$ cat src/rtl/jtpopeye_dwnld_pkg.sv
// Shared types and constants for the ROM-download router.
//  - dwnld_state_t : router FSM encoding
//  - MASK_*        : active-low SDRAM byte-lane masks
package jtpopeye_dwnld_pkg;

    localparam int unsigned DATA_W = 8;

    typedef enum logic [1:0] {
        ST_IDLE  = 2'd0,
        ST_SDRAM = 2'd1,
        ST_PROM  = 2'd2,
        ST_FLUSH = 2'd3
    } dwnld_state_t;

    // Active-low lane select: even byte writes the low lane, odd byte the high lane
    localparam logic [1:0] MASK_LO   = 2'b10;
    localparam logic [1:0] MASK_HI   = 2'b01;
    localparam logic [1:0] MASK_NONE = 2'b11;

endpackage

$ cat src/rtl/jtpopeye_dwnld_skid.sv
// One-entry skid buffer for loader strobes that arrive while the router is busy.
// Ports:
//  clk, rst          clock, synchronous active-high reset
//  push              store push_addr/push_data (accepted if empty or popped this cycle)
//  pop               current entry is consumed this cycle
//  push_addr/data    incoming loader byte
//  valid/addr/data   stored entry
//  overflow          sticky: a push found the entry full and was dropped
module jtpopeye_dwnld_skid
    import jtpopeye_dwnld_pkg::*;
#(
    parameter int unsigned AW = 22
) (
    input  logic              clk,
    input  logic              rst,
    input  logic              push,
    input  logic              pop,
    input  logic [AW-1:0]     push_addr,
    input  logic [DATA_W-1:0] push_data,
    output logic              valid,
    output logic [AW-1:0]     addr,
    output logic [DATA_W-1:0] data,
    output logic              overflow
);

    logic              valid_q, valid_d;
    logic [AW-1:0]     addr_q, addr_d;
    logic [DATA_W-1:0] data_q, data_d;
    logic              overflow_q, overflow_d;

    // A pop frees the entry in the same cycle, so a simultaneous push refills it
    always_comb begin
        valid_d    = valid_q;
        addr_d     = addr_q;
        data_d     = data_q;
        overflow_d = overflow_q;
        if (push && (!valid_q || pop)) begin
            valid_d = 1'b1;
            addr_d  = push_addr;
            data_d  = push_data;
        end else if (push) begin
            overflow_d = 1'b1;
        end else if (pop) begin
            valid_d = 1'b0;
        end
    end

    always_ff @(posedge clk) begin
        if (rst) begin
            valid_q    <= 1'b0;
            addr_q     <= '0;
            data_q     <= '0;
            overflow_q <= 1'b0;
        end else begin
            valid_q    <= valid_d;
            addr_q     <= addr_d;
            data_q     <= data_d;
            overflow_q <= overflow_d;
        end
    end

    assign valid    = valid_q;
    assign addr     = addr_q;
    assign data     = data_q;
    assign overflow = overflow_q;

endmodule

$ cat src/rtl/jtpopeye_dwnld.sv
// ROM-download router: splits the loader byte stream between SDRAM (masked word
// writes with prog_rdy handshake) and NPROM on-chip PROM slots (one-hot write enables).
// Ports:
//  clk, rst                       clock, synchronous active-high reset
//  downloading, ioctl_*           loader stream; strobes ignored while downloading=0
//  prog_addr/data/mask/we, prog_rdy   SDRAM write port (we held until rdy)
//  prom_addr/data/we              PROM slot write port (we one cycle, one-hot)
//  busy                           item in flight or skid occupied
//  dwnld_done                     one-cycle pulse after download end once fully flushed
//  overflow                       sticky lost-strobe flag
module jtpopeye_dwnld
    import jtpopeye_dwnld_pkg::*;
#(
    parameter int unsigned     AW         = 22,
    parameter logic [AW-1:0]   PROM_START = AW'(22'h0C000),
    parameter int unsigned     NPROM      = 6,
    parameter int unsigned     PROM_AW    = 11
) (
    input  logic               clk,
    input  logic               rst,
    input  logic               downloading,
    input  logic [AW-1:0]      ioctl_addr,
    input  logic [7:0]         ioctl_data,
    input  logic               ioctl_wr,
    output logic [AW-1:0]      prog_addr,
    output logic [7:0]         prog_data,
    output logic [1:0]         prog_mask,
    output logic               prog_we,
    input  logic               prog_rdy,
    output logic [PROM_AW-1:0] prom_addr,
    output logic [7:0]         prom_data,
    output logic [NPROM-1:0]   prom_we,
    output logic               busy,
    output logic               dwnld_done,
    output logic               overflow
);

    localparam int unsigned IW = AW - PROM_AW;

    dwnld_state_t state_q, state_d;

    logic [AW-1:0]      prog_addr_q, prog_addr_d;
    logic [7:0]         prog_data_q, prog_data_d;
    logic [1:0]         prog_mask_q, prog_mask_d;
    logic               prog_we_q, prog_we_d;
    logic [PROM_AW-1:0] prom_addr_q, prom_addr_d;
    logic [7:0]         prom_data_q, prom_data_d;
    logic [NPROM-1:0]   prom_we_q, prom_we_d;
    logic               busy_q, busy_d;
    logic               dwnld_done_q, dwnld_done_d;
    logic               flush_pend_q, flush_pend_d;
    logic               downloading_q;

    logic               strobe;
    logic               skid_valid, skid_ovf;
    logic [AW-1:0]      skid_addr;
    logic [7:0]         skid_data;
    logic               skid_push, skid_pop, skid_valid_nx;
    logic [AW-1:0]      item_addr;
    logic [7:0]         item_data;
    logic [IW-1:0]      item_idx;
    logic               item_sdram, item_prom, serve, flush_req;

    jtpopeye_dwnld_skid #(.AW(AW)) u_skid (
        .clk       (clk),
        .rst       (rst),
        .push      (skid_push),
        .pop       (skid_pop),
        .push_addr (ioctl_addr),
        .push_data (ioctl_data),
        .valid     (skid_valid),
        .addr      (skid_addr),
        .data      (skid_data),
        .overflow  (skid_ovf)
    );

    // Pick the item to serve (skid first) and decode its destination
    always_comb begin
        strobe        = downloading & ioctl_wr;
        item_addr     = skid_valid ? skid_addr : ioctl_addr;
        item_data     = skid_valid ? skid_data : ioctl_data;
        item_idx      = IW'((item_addr - PROM_START) >> PROM_AW);
        item_sdram    = item_addr < PROM_START;
        item_prom     = !item_sdram && (item_idx < IW'(NPROM));
        serve         = (state_q == ST_IDLE) && (skid_valid || strobe);
        skid_pop      = (state_q == ST_IDLE) && skid_valid;
        skid_push     = strobe && ((state_q != ST_IDLE) || skid_valid);
        skid_valid_nx = skid_push || (skid_valid && !skid_pop);
        // Pending end-of-download: latched fall, or the fall happening now
        flush_req     = !downloading && (flush_pend_q || downloading_q);
    end

    // Next-state logic
    always_comb begin
        state_d = state_q;
        unique case (state_q)
            ST_IDLE: begin
                if (serve && item_sdram)     state_d = ST_SDRAM;
                else if (serve && item_prom) state_d = ST_PROM;
            end
            ST_SDRAM: if (prog_rdy) state_d = ST_IDLE;
            ST_PROM:  state_d = ST_IDLE;
            ST_FLUSH: state_d = ST_IDLE;
            default:  state_d = ST_IDLE;
        endcase
        // Work fully drained with the download over: spend one cycle in FLUSH for the pulse
        if (flush_req && (state_d == ST_IDLE) && !skid_valid_nx) state_d = ST_FLUSH;
    end

    // Output logic
    always_comb begin
        prog_addr_d  = prog_addr_q;
        prog_data_d  = prog_data_q;
        prog_mask_d  = prog_mask_q;
        prog_we_d    = prog_we_q;
        prom_addr_d  = prom_addr_q;
        prom_data_d  = prom_data_q;
        prom_we_d    = '0;
        if (serve && item_sdram) begin
            prog_we_d   = 1'b1;
            prog_addr_d = item_addr >> 1;
            prog_data_d = item_data;
            prog_mask_d = item_addr[0] ? MASK_HI : MASK_LO;
        end
        if ((state_q == ST_SDRAM) && prog_rdy) prog_we_d = 1'b0;
        if (serve && item_prom) begin
            prom_we_d   = NPROM'(1) << item_idx;
            prom_addr_d = item_addr[PROM_AW-1:0];
            prom_data_d = item_data;
        end
        dwnld_done_d = (state_d == ST_FLUSH);
        flush_pend_d = flush_req && (state_d != ST_FLUSH);
        busy_d       = (state_d != ST_IDLE) || skid_valid_nx;
    end

    always_ff @(posedge clk) begin
        if (rst) begin
            state_q       <= ST_IDLE;
            prog_addr_q   <= '0;
            prog_data_q   <= '0;
            prog_mask_q   <= MASK_NONE;
            prog_we_q     <= 1'b0;
            prom_addr_q   <= '0;
            prom_data_q   <= '0;
            prom_we_q     <= '0;
            busy_q        <= 1'b0;
            dwnld_done_q  <= 1'b0;
            flush_pend_q  <= 1'b0;
            downloading_q <= 1'b0;
        end else begin
            state_q       <= state_d;
            prog_addr_q   <= prog_addr_d;
            prog_data_q   <= prog_data_d;
            prog_mask_q   <= prog_mask_d;
            prog_we_q     <= prog_we_d;
            prom_addr_q   <= prom_addr_d;
            prom_data_q   <= prom_data_d;
            prom_we_q     <= prom_we_d;
            busy_q        <= busy_d;
            dwnld_done_q  <= dwnld_done_d;
            flush_pend_q  <= flush_pend_d;
            downloading_q <= downloading;
        end
    end

    assign prog_addr  = prog_addr_q;
    assign prog_data  = prog_data_q;
    assign prog_mask  = prog_mask_q;
    assign prog_we    = prog_we_q;
    assign prom_addr  = prom_addr_q;
    assign prom_data  = prom_data_q;
    assign prom_we    = prom_we_q;
    assign busy       = busy_q;
    assign dwnld_done = dwnld_done_q;
    assign overflow   = skid_ovf;

endmodule
$ cat config.mk
export PLATFORM = sky130hd
export DESIGN_NAME = jtpopeye_dwnld
export DESIGN_NICKNAME = d
export VERILOG_FILES = /design/src/rtl/jtpopeye_dwnld_pkg.sv /design/src/rtl/jtpopeye_dwnld_skid.sv /design/src/rtl/jtpopeye_dwnld.sv
export SDC_FILE = /design/constraint.sdc
export NUM_CORES = 1
export LEC_CHECK = 0
export CAP_MARGIN = 20
export CORE_MARGIN = 2
export CORE_UTILIZATION = 46
export DETAILED_ROUTE_END_ITERATION = 12
export PLACE_DENSITY = 0.78
export REMOVE_ABC_BUFFERS = 1
export SLEW_MARGIN = 40
export SYNTH_ARGS = -nofsm -noshare
export SYNTH_HDL_FRONTEND = slang
export SYNTH_HIERARCHICAL = 1
export SYNTH_SLANG_ARGS = --single-unit
export TNS_END_PERCENT = 30
$ cat constraint.sdc
create_clock -name clk -period 3 [get_ports clk]
set_input_delay 0.45 -clock clk [delete_from_list [all_inputs] [get_ports clk]]
set_output_delay 0.45 -clock clk [all_outputs]
set_load 0.02 [all_outputs]
==> impl_metrics.yaml, run 1 <==
timing:
  fin_ws_ns: 0.282
  setup_violations: 0
  final.min_clock_period_ns: 2.72
  rsz0062_at_grt: "no"
  fin_setup_tns_ns: 0
  timing.fmax_ghz: 0.368
  worst_slew_pin_slew_ns: 0.799
  slew_headroom: 0.468
  hold_viol_final: 0
  clock_skew_ns: 0.00927
  hold_ws_ns: 0.464
  slew_violations: 0
  post-route-period-util: 0.906
pwr:
  power_frac_seq: 0.563
  total_power_mw: 2.29
  powerDensity_mw_per_mm2: 408
  max-vdd-ir-drop_uv: 236
  internal_power_mw: 1.72
  power_leakage_nw: 1.99
  power_frac_comb: 0.107
  p_sw_mw: 0.570
  swShare: 0.249
  clock_power_share: 0.330
synthesis:
  syn_inst: 434
  yosys_warnings: 6
  yosys.area.top_type: "dfxtp_1"
  syn_avg_cell_area_um2: 10.1
  synthTopCellsByArea: "dfxtp_1, mux2i_1, nand2b_1, mux2_4, nor2_1"
  syn_area_mm2: 0.00440
  synth_top_area_frac: 0.433
  synth-edff-count: 0
  synth_seq_cells: 95
  ys_seq_area_frac: 0.433
  netlist-cell-type-count: 50
  async_reset_ff_frac: 0
  synth_ff_type: "dfxtp_1"
worst_setup_path:
  crit_required_ns: 3.24
  start_kind: "register"
  slowest_delay_ns: 0.56
  timing.rr.start: "u_skid/valid$_SDFFE_PP0P_"
  crit_fanout: 14
  crit_chain: "mux2i_1, inv_1, ha_1, a21boi_0, or4_1, nor2_1, nand4_2, nor4_1"
  crit_type: "reg2reg"
  arrival_ns: 2.96
  slowest_stage: "dfxtp_2"
  worst_r2r_endpoint: "prom_we[3]$_SDFF_PP0_"
  ff2ff_path_depth: 8
  rrSetupSlack_ns: 0.28
  crit_path_end_kind: "register"
die:
  io_pins: 96
  core_area_mm2: 0.00924
  die_height_um: 102
  die_w_um: 102
  start_util: 0.476
  dieArea_mm2: 0.0104
  rows: 35
detailed_routing:
  vias: 3251
  drt-total-wl_um: 9270
  vias_per_cell: 4.97
  drt-pass1-iter-count: 4
  avgRoutedWirePerCell_um: 14.2
  ant_nets: 0
  drc_errors: 0
  drtIter0Drc: 105
hold_path:
  hp-class: "reg2reg"
  hold_end: "prog_addr[18]$_SDFFE_PP0P_"
  min_path_cells: 1
  worstHoldStart: "prog_addr[18]$_SDFFE_PP0P_"
cts:
  clk-insertion-delay-late_ns: 0.35
  cts_resized: 0
  cts_buffer_depth: 2
  clk_pin_slew_ns: 0.09
  clock-sinks: 95
  cts_root_buf: "clkbuf_8"
  ctsHoldBuffers: 0
  post_cts_buffers: 0
  cts_buffers: 9
  htree_levels: 3
  cts_tree: "done"
placed_design:
  dp_slack_ns: -0.0318
  port_buffers: 94
  dp.cells: 639
  dp_hpwl_um: 6550
  gp_routability_congestion: 0.846
final_layout:
  antenna_cells: 0
  regArea_mm2: 0.00190
  layout-drive-gt1-share: 0.118
  instances_no_fill: 654
  area_growth_pct: 27.7
  nets: 558
  multi_input_area_mm2: 0.00230
  fill_cells: 801
grt:
  gr-usage-all-layers: 0.182
  grt-ovfl-total: 0
  grt_pass1_vias: 3239
  grt_first_pass_wirelength_um: 15200
  grt_max_degree: 135
  antenna_found_initial: 0
run:
  max_cap_viol_count: 0
run_status:
  status: "finished, final reports clean"
final cells by class:
type | count | area share
repair buffers | 107 | 0.190
clock inverters | 4 | 0.00557
well taps | 129 | 0.0287
multi-input cells | 304 | 0.409
inverters | 4 | 0.00267
flip-flops and latches | 95 | 0.339
clock buffers | 11 | 0.0252
how the worst max path moves through the flow:
stage                                         start                   endpoint  slack, ns
final                     u_skid/valid$_SDFFE_PP0P_      prom_we[3]$_SDFF_PP0_       0.28
after global routing      u_skid/valid$_SDFFE_PP0P_      prom_we[3]$_SDFF_PP0_       0.06
after CTS                 u_skid/valid$_SDFFE_PP0P_      prom_we[3]$_SDFF_PP0_       0.25
after detailed placement             ioctl_addr[17]      prom_we[3]$_SDFF_PP0_      -0.03
after global placement               ioctl_addr[17]  prom_addr[0]$_SDFFE_PP0P_       0.05
after floorplan           u_skid/valid$_SDFFE_PP0P_      dwnld_done$_SDFF_PP0_      -2.03
state kept, by name, indices dropped and copies added, names as in the netlist:
name	flops
u_skid/overflow	1
dwnld_done	1
prog_we	1
prog_data	8
u_skid/data	8
prom_addr	11
state_q	2
prom_we	6
u_skid/addr	22
prog_addr	21
flush_pend_q	1
prog_mask	2
prom_data	8
busy	1
downloading_q	1
u_skid/valid	1
cell families (layout without fill, tap and decap cells):
logic type | Yosys count | count (layout) | share of synthesized area
and+or+nand+nor | 179 | 179 | 0.231
DFF | 95 | 95 | 0.433
muxes | 79 | 79 | 0.202
AOI/OAI and AO/OA | 40 | 40 | 0.0723
buffers and inverters | 35 | 126 | 0.0478
xor gates and xnor gates | 3 | 3 | 0.00769
adders and majority gates | 2 | 2 | 0.00569
other | 1 | 1 | 0.000853
cells in the mapped netlist, types with 2 or more instances:
master / count
or3_1: 3
ha_1: 2
or2_2: 3
nor2_1: 57
nor2b_1: 22
mux2_2: 3
o32a_1: 2
a211oi_1: 24
buf_12: 3
nor4_1: 5
mux2_4: 19
inv_1: 4
buf_1: 6
clkbuf_1: 15
buf_2: 3
buf_6: 3
nand4_2: 2
a21oi_1: 4
mux2i_1: 57
nand2_1: 4
nand3_1: 2
dfxtp_1: 95
nand2b_1: 62
and2_1: 8
routing by layer:
layer | routed length [um] | GRT usage | vias up
met2 | 4550 | 0.307 | 61
met3 | 272 | 0.0304 | 6
li1 | - | - | 1654
met1 | 4370 | 0.242 | 1530
met5 | 0 | 0 | -
met4 | 80 | 0.0489 | 0
worst max-delay path, delay by kind of cell (launching register included):
kind / cells / cell delay [ns]
flops: 1 / 0.56
compound gates: 1 / 0.14
mux: 1 / 0.32
buf+inv: 1 / 0.10
fa+ha+maj: 1 / 0.20
simple gates: 4 / 1.30
metrics by stage:
stage           util  area, um^2
2_1_floorplan      -        4200
3_3_place_gp   0.588        5440
3_5_place_dp   0.589        5440
4_1_cts        0.608        5610
5_1_grt        0.608        5610
6_report       0.608        5610
power groups by stage:
stage,registers (mW),clock network [mW],logic [mW]
final,1.29,0.756,0.245
after global routing,1.29,0.829,0.268
after CTS,1.29,0.781,0.247
after detailed placement,1.32,0,0.246
after global placement,1.32,0,0.240
after floorplan,1.33,0,0.122
layout by cell type (no fill, tap or decap), drive strengths merged, types with 3 or more instances in the layout:
master / instances
nor4: 6
clkdlybuf4s50: 93
and2: 8
clkbuf: 11
a211oi: 24
mux2: 22
dfxtp: 95
inv: 5
or3: 3
nand2b: 62
or2: 3
clkinvlp: 3
mux2i: 57
nor2b: 24
buf: 14
nor2: 57
nand2: 4
a21oi: 4
Power figures use the tool's default switching activity.
==> inputs of run 2 (changes only) <==
SLEW_MARGIN = 15   (was 40)
==> run 2 against run 1 <==
Critical path depth unchanged. Combinational power grew 2%. First-iteration DRC count is 2.9% lower. Design area rose by 0.42%. Sequential power about the same. Worst hold slack about the same. Clock power hardly changed. Count of clock-buffer cells in the layout unchanged. Final cell count up 0.15%. Total power up 0.32%.
==> impl_metrics.yaml, run 2 (synthesized netlist as in run 1, its figures left out) <==
run_status:
  status: "finished, final reports clean"
timing:
  slew_violations: 0
  final.min_clock_period_ns: 2.76
  timing.fmax_ghz: 0.362
  hold_ws_ns: 0.465
  post-route-period-util: 0.921
  clock_skew_ns: 0.0103
  fin_ws_ns: 0.238
  rsz0062_at_grt: "no"
  setup_violations: 0
  hold_viol_final: 0
cts:
  cts_root_buf: "clkbuf_8"
  clk-insertion-delay-late_ns: 0.35
  htree_levels: 3
  cts_buffer_depth: 2
  cts_tree: "done"
  clock-sinks: 95
  cts_resized: 0
  ctsHoldBuffers: 0
  cts_buffers: 9
  post_cts_buffers: 0
  clk_pin_slew_ns: 0.09
final_layout:
  final_util: 0.610
  layout-drive-gt1-share: 0.120
  fill_cells: 791
  final_area_mm2: 0.00564
  nets: 559
  layout_common_cells: "dfxtp_1, clkdlybuf4s50_1, nand2b_1"
  antenna_cells: 0
  largest_reg_flops: 22
  final_common_cell: "dfxtp_1"
  area_growth_pct: 28.3
  multi_input_area_mm2: 0.00230
  regArea_mm2: 0.00190
die:
  die_height_um: 102
  start_util: 0.476
  rows: 35
  dieArea_mm2: 0.0104
  die_w_um: 102
  io_pins: 96
  core_area_mm2: 0.00924
grt:
  grt-ovfl-total: 0
  grt_first_pass_wirelength_um: 15200
  grt_pass1_vias: 3280
  gr-usage-all-layers: 0.184
  antenna_found_initial: 0
  grt_max_degree: 135
detailed_routing:
  drt-pass1-iter-count: 4
  vias_per_cell: 4.96
  drc_errors: 0
  ant_nets: 0
  drtIter0Drc: 102
  vias: 3250
  avgRoutedWirePerCell_um: 14.4
  drt-total-wl_um: 9410
pwr:
  power_leakage_nw: 2.00
  max-vdd-ir-drop_uv: 233
  powerDensity_mw_per_mm2: 407
worst_setup_path:
  startpoint: "u_skid/valid$_SDFFE_PP0P_"
  arrival_ns: 2.99
  timing.rr.start: "u_skid/valid$_SDFFE_PP0P_"
  crit_type: "reg2reg"
  crit_path_end_kind: "register"
  start_kind: "register"
  crit_fanout: 14
  worst_r2r_endpoint: "prom_we[3]$_SDFF_PP0_"
  crit_required_ns: 3.23
  rrSetupSlack_ns: 0.24
  ff2ff_path_depth: 8
hold_path:
  min_path_cells: 1
  worstHoldStart: "prog_addr[18]$_SDFFE_PP0P_"
  hold_end: "prog_addr[18]$_SDFFE_PP0P_"
  hp-class: "reg2reg"
placed_design:
  port_buffers: 94
  post_dp_cell_area_mm2: 0.00544
  gp_routability_congestion: 0.846
  dp_hpwl_um: 6560
  dp_slack_ns: -0.0142
run:
  max_cap_viol_count: 0
run 2: routing by layer:
metal  up-vias  wire length, um  track usage  part of all wire
li1       1654                -            -                 -
met1      1526             4330        0.235              0.46
met2        62             4660        0.316              0.49
met3         8              296       0.0221             0.031
met4         0              131       0.0738             0.014
met5         -                0            0                 0
run 2: worst max-delay path by stage:
| stage | endpoint | slack [ns] |
|---|---|---|
| 3_3_place_gp | prom_addr[0]$_SDFFE_PP0P_ | 0.05 |
| 3_5_place_dp | prom_we[3]$_SDFF_PP0_ | -0.01 |
| 2_1_floorplan | dwnld_done$_SDFF_PP0_ | -2.03 |
| 4_1_cts | prom_we[3]$_SDFF_PP0_ | 0.20 |
| 6_report | prom_we[3]$_SDFF_PP0_ | 0.24 |
| 5_1_grt | prom_we[3]$_SDFF_PP0_ | 0.08 |
run 2: final cells by class:
class / instances / area share
Inverter: 4 / 0.00266
Clock buffer: 11 / 0.0251
Clock inverter: 4 / 0.00555
Multi-Input combinational cell: 304 / 0.407
Tap cell: 129 / 0.0286
Timing Repair Buffer: 108 / 0.193
Sequential cell: 95 / 0.338
run 2: worst max-delay path, stage by stage (launching register included):
cell and delay (ns):
dfxtp_2 0.55, mux2i_1 0.32, inv_1 0.10, ha_1 0.20
a21boi_0 0.14, or4_1 0.49, nor2_1 0.13, nand4_2 0.29
nor4_1 0.44
run 2: per-stage QoR:
| stage | TNS, ns | total power, mW | std cells |
|---|---|---|---|
| 6_report | 0 | 2.30 | 655 |
| 5_1_grt | 0 | 2.39 | 655 |
| 4_1_cts | 0 | 2.32 | 654 |
| 3_5_place_dp | -0.0558 | 1.56 | 639 |
| 3_3_place_gp | 0 | 1.56 | 639 |
| 2_1_floorplan | -96.28 | 1.45 | 403 |
run 2: power breakdown:
group | internal [mW] | switching [mW]
Sequential | 1.28 | 0.0121
Clock | 0.323 | 0.436
Combinational | 0.124 | 0.126
==> inputs of run 3 (changes only) <==
SETUP_SLACK_MARGIN = 0.05   (was default)
==> results of run 3 <==
No change in the layout: final DEF, timing and power equal those of run 2.
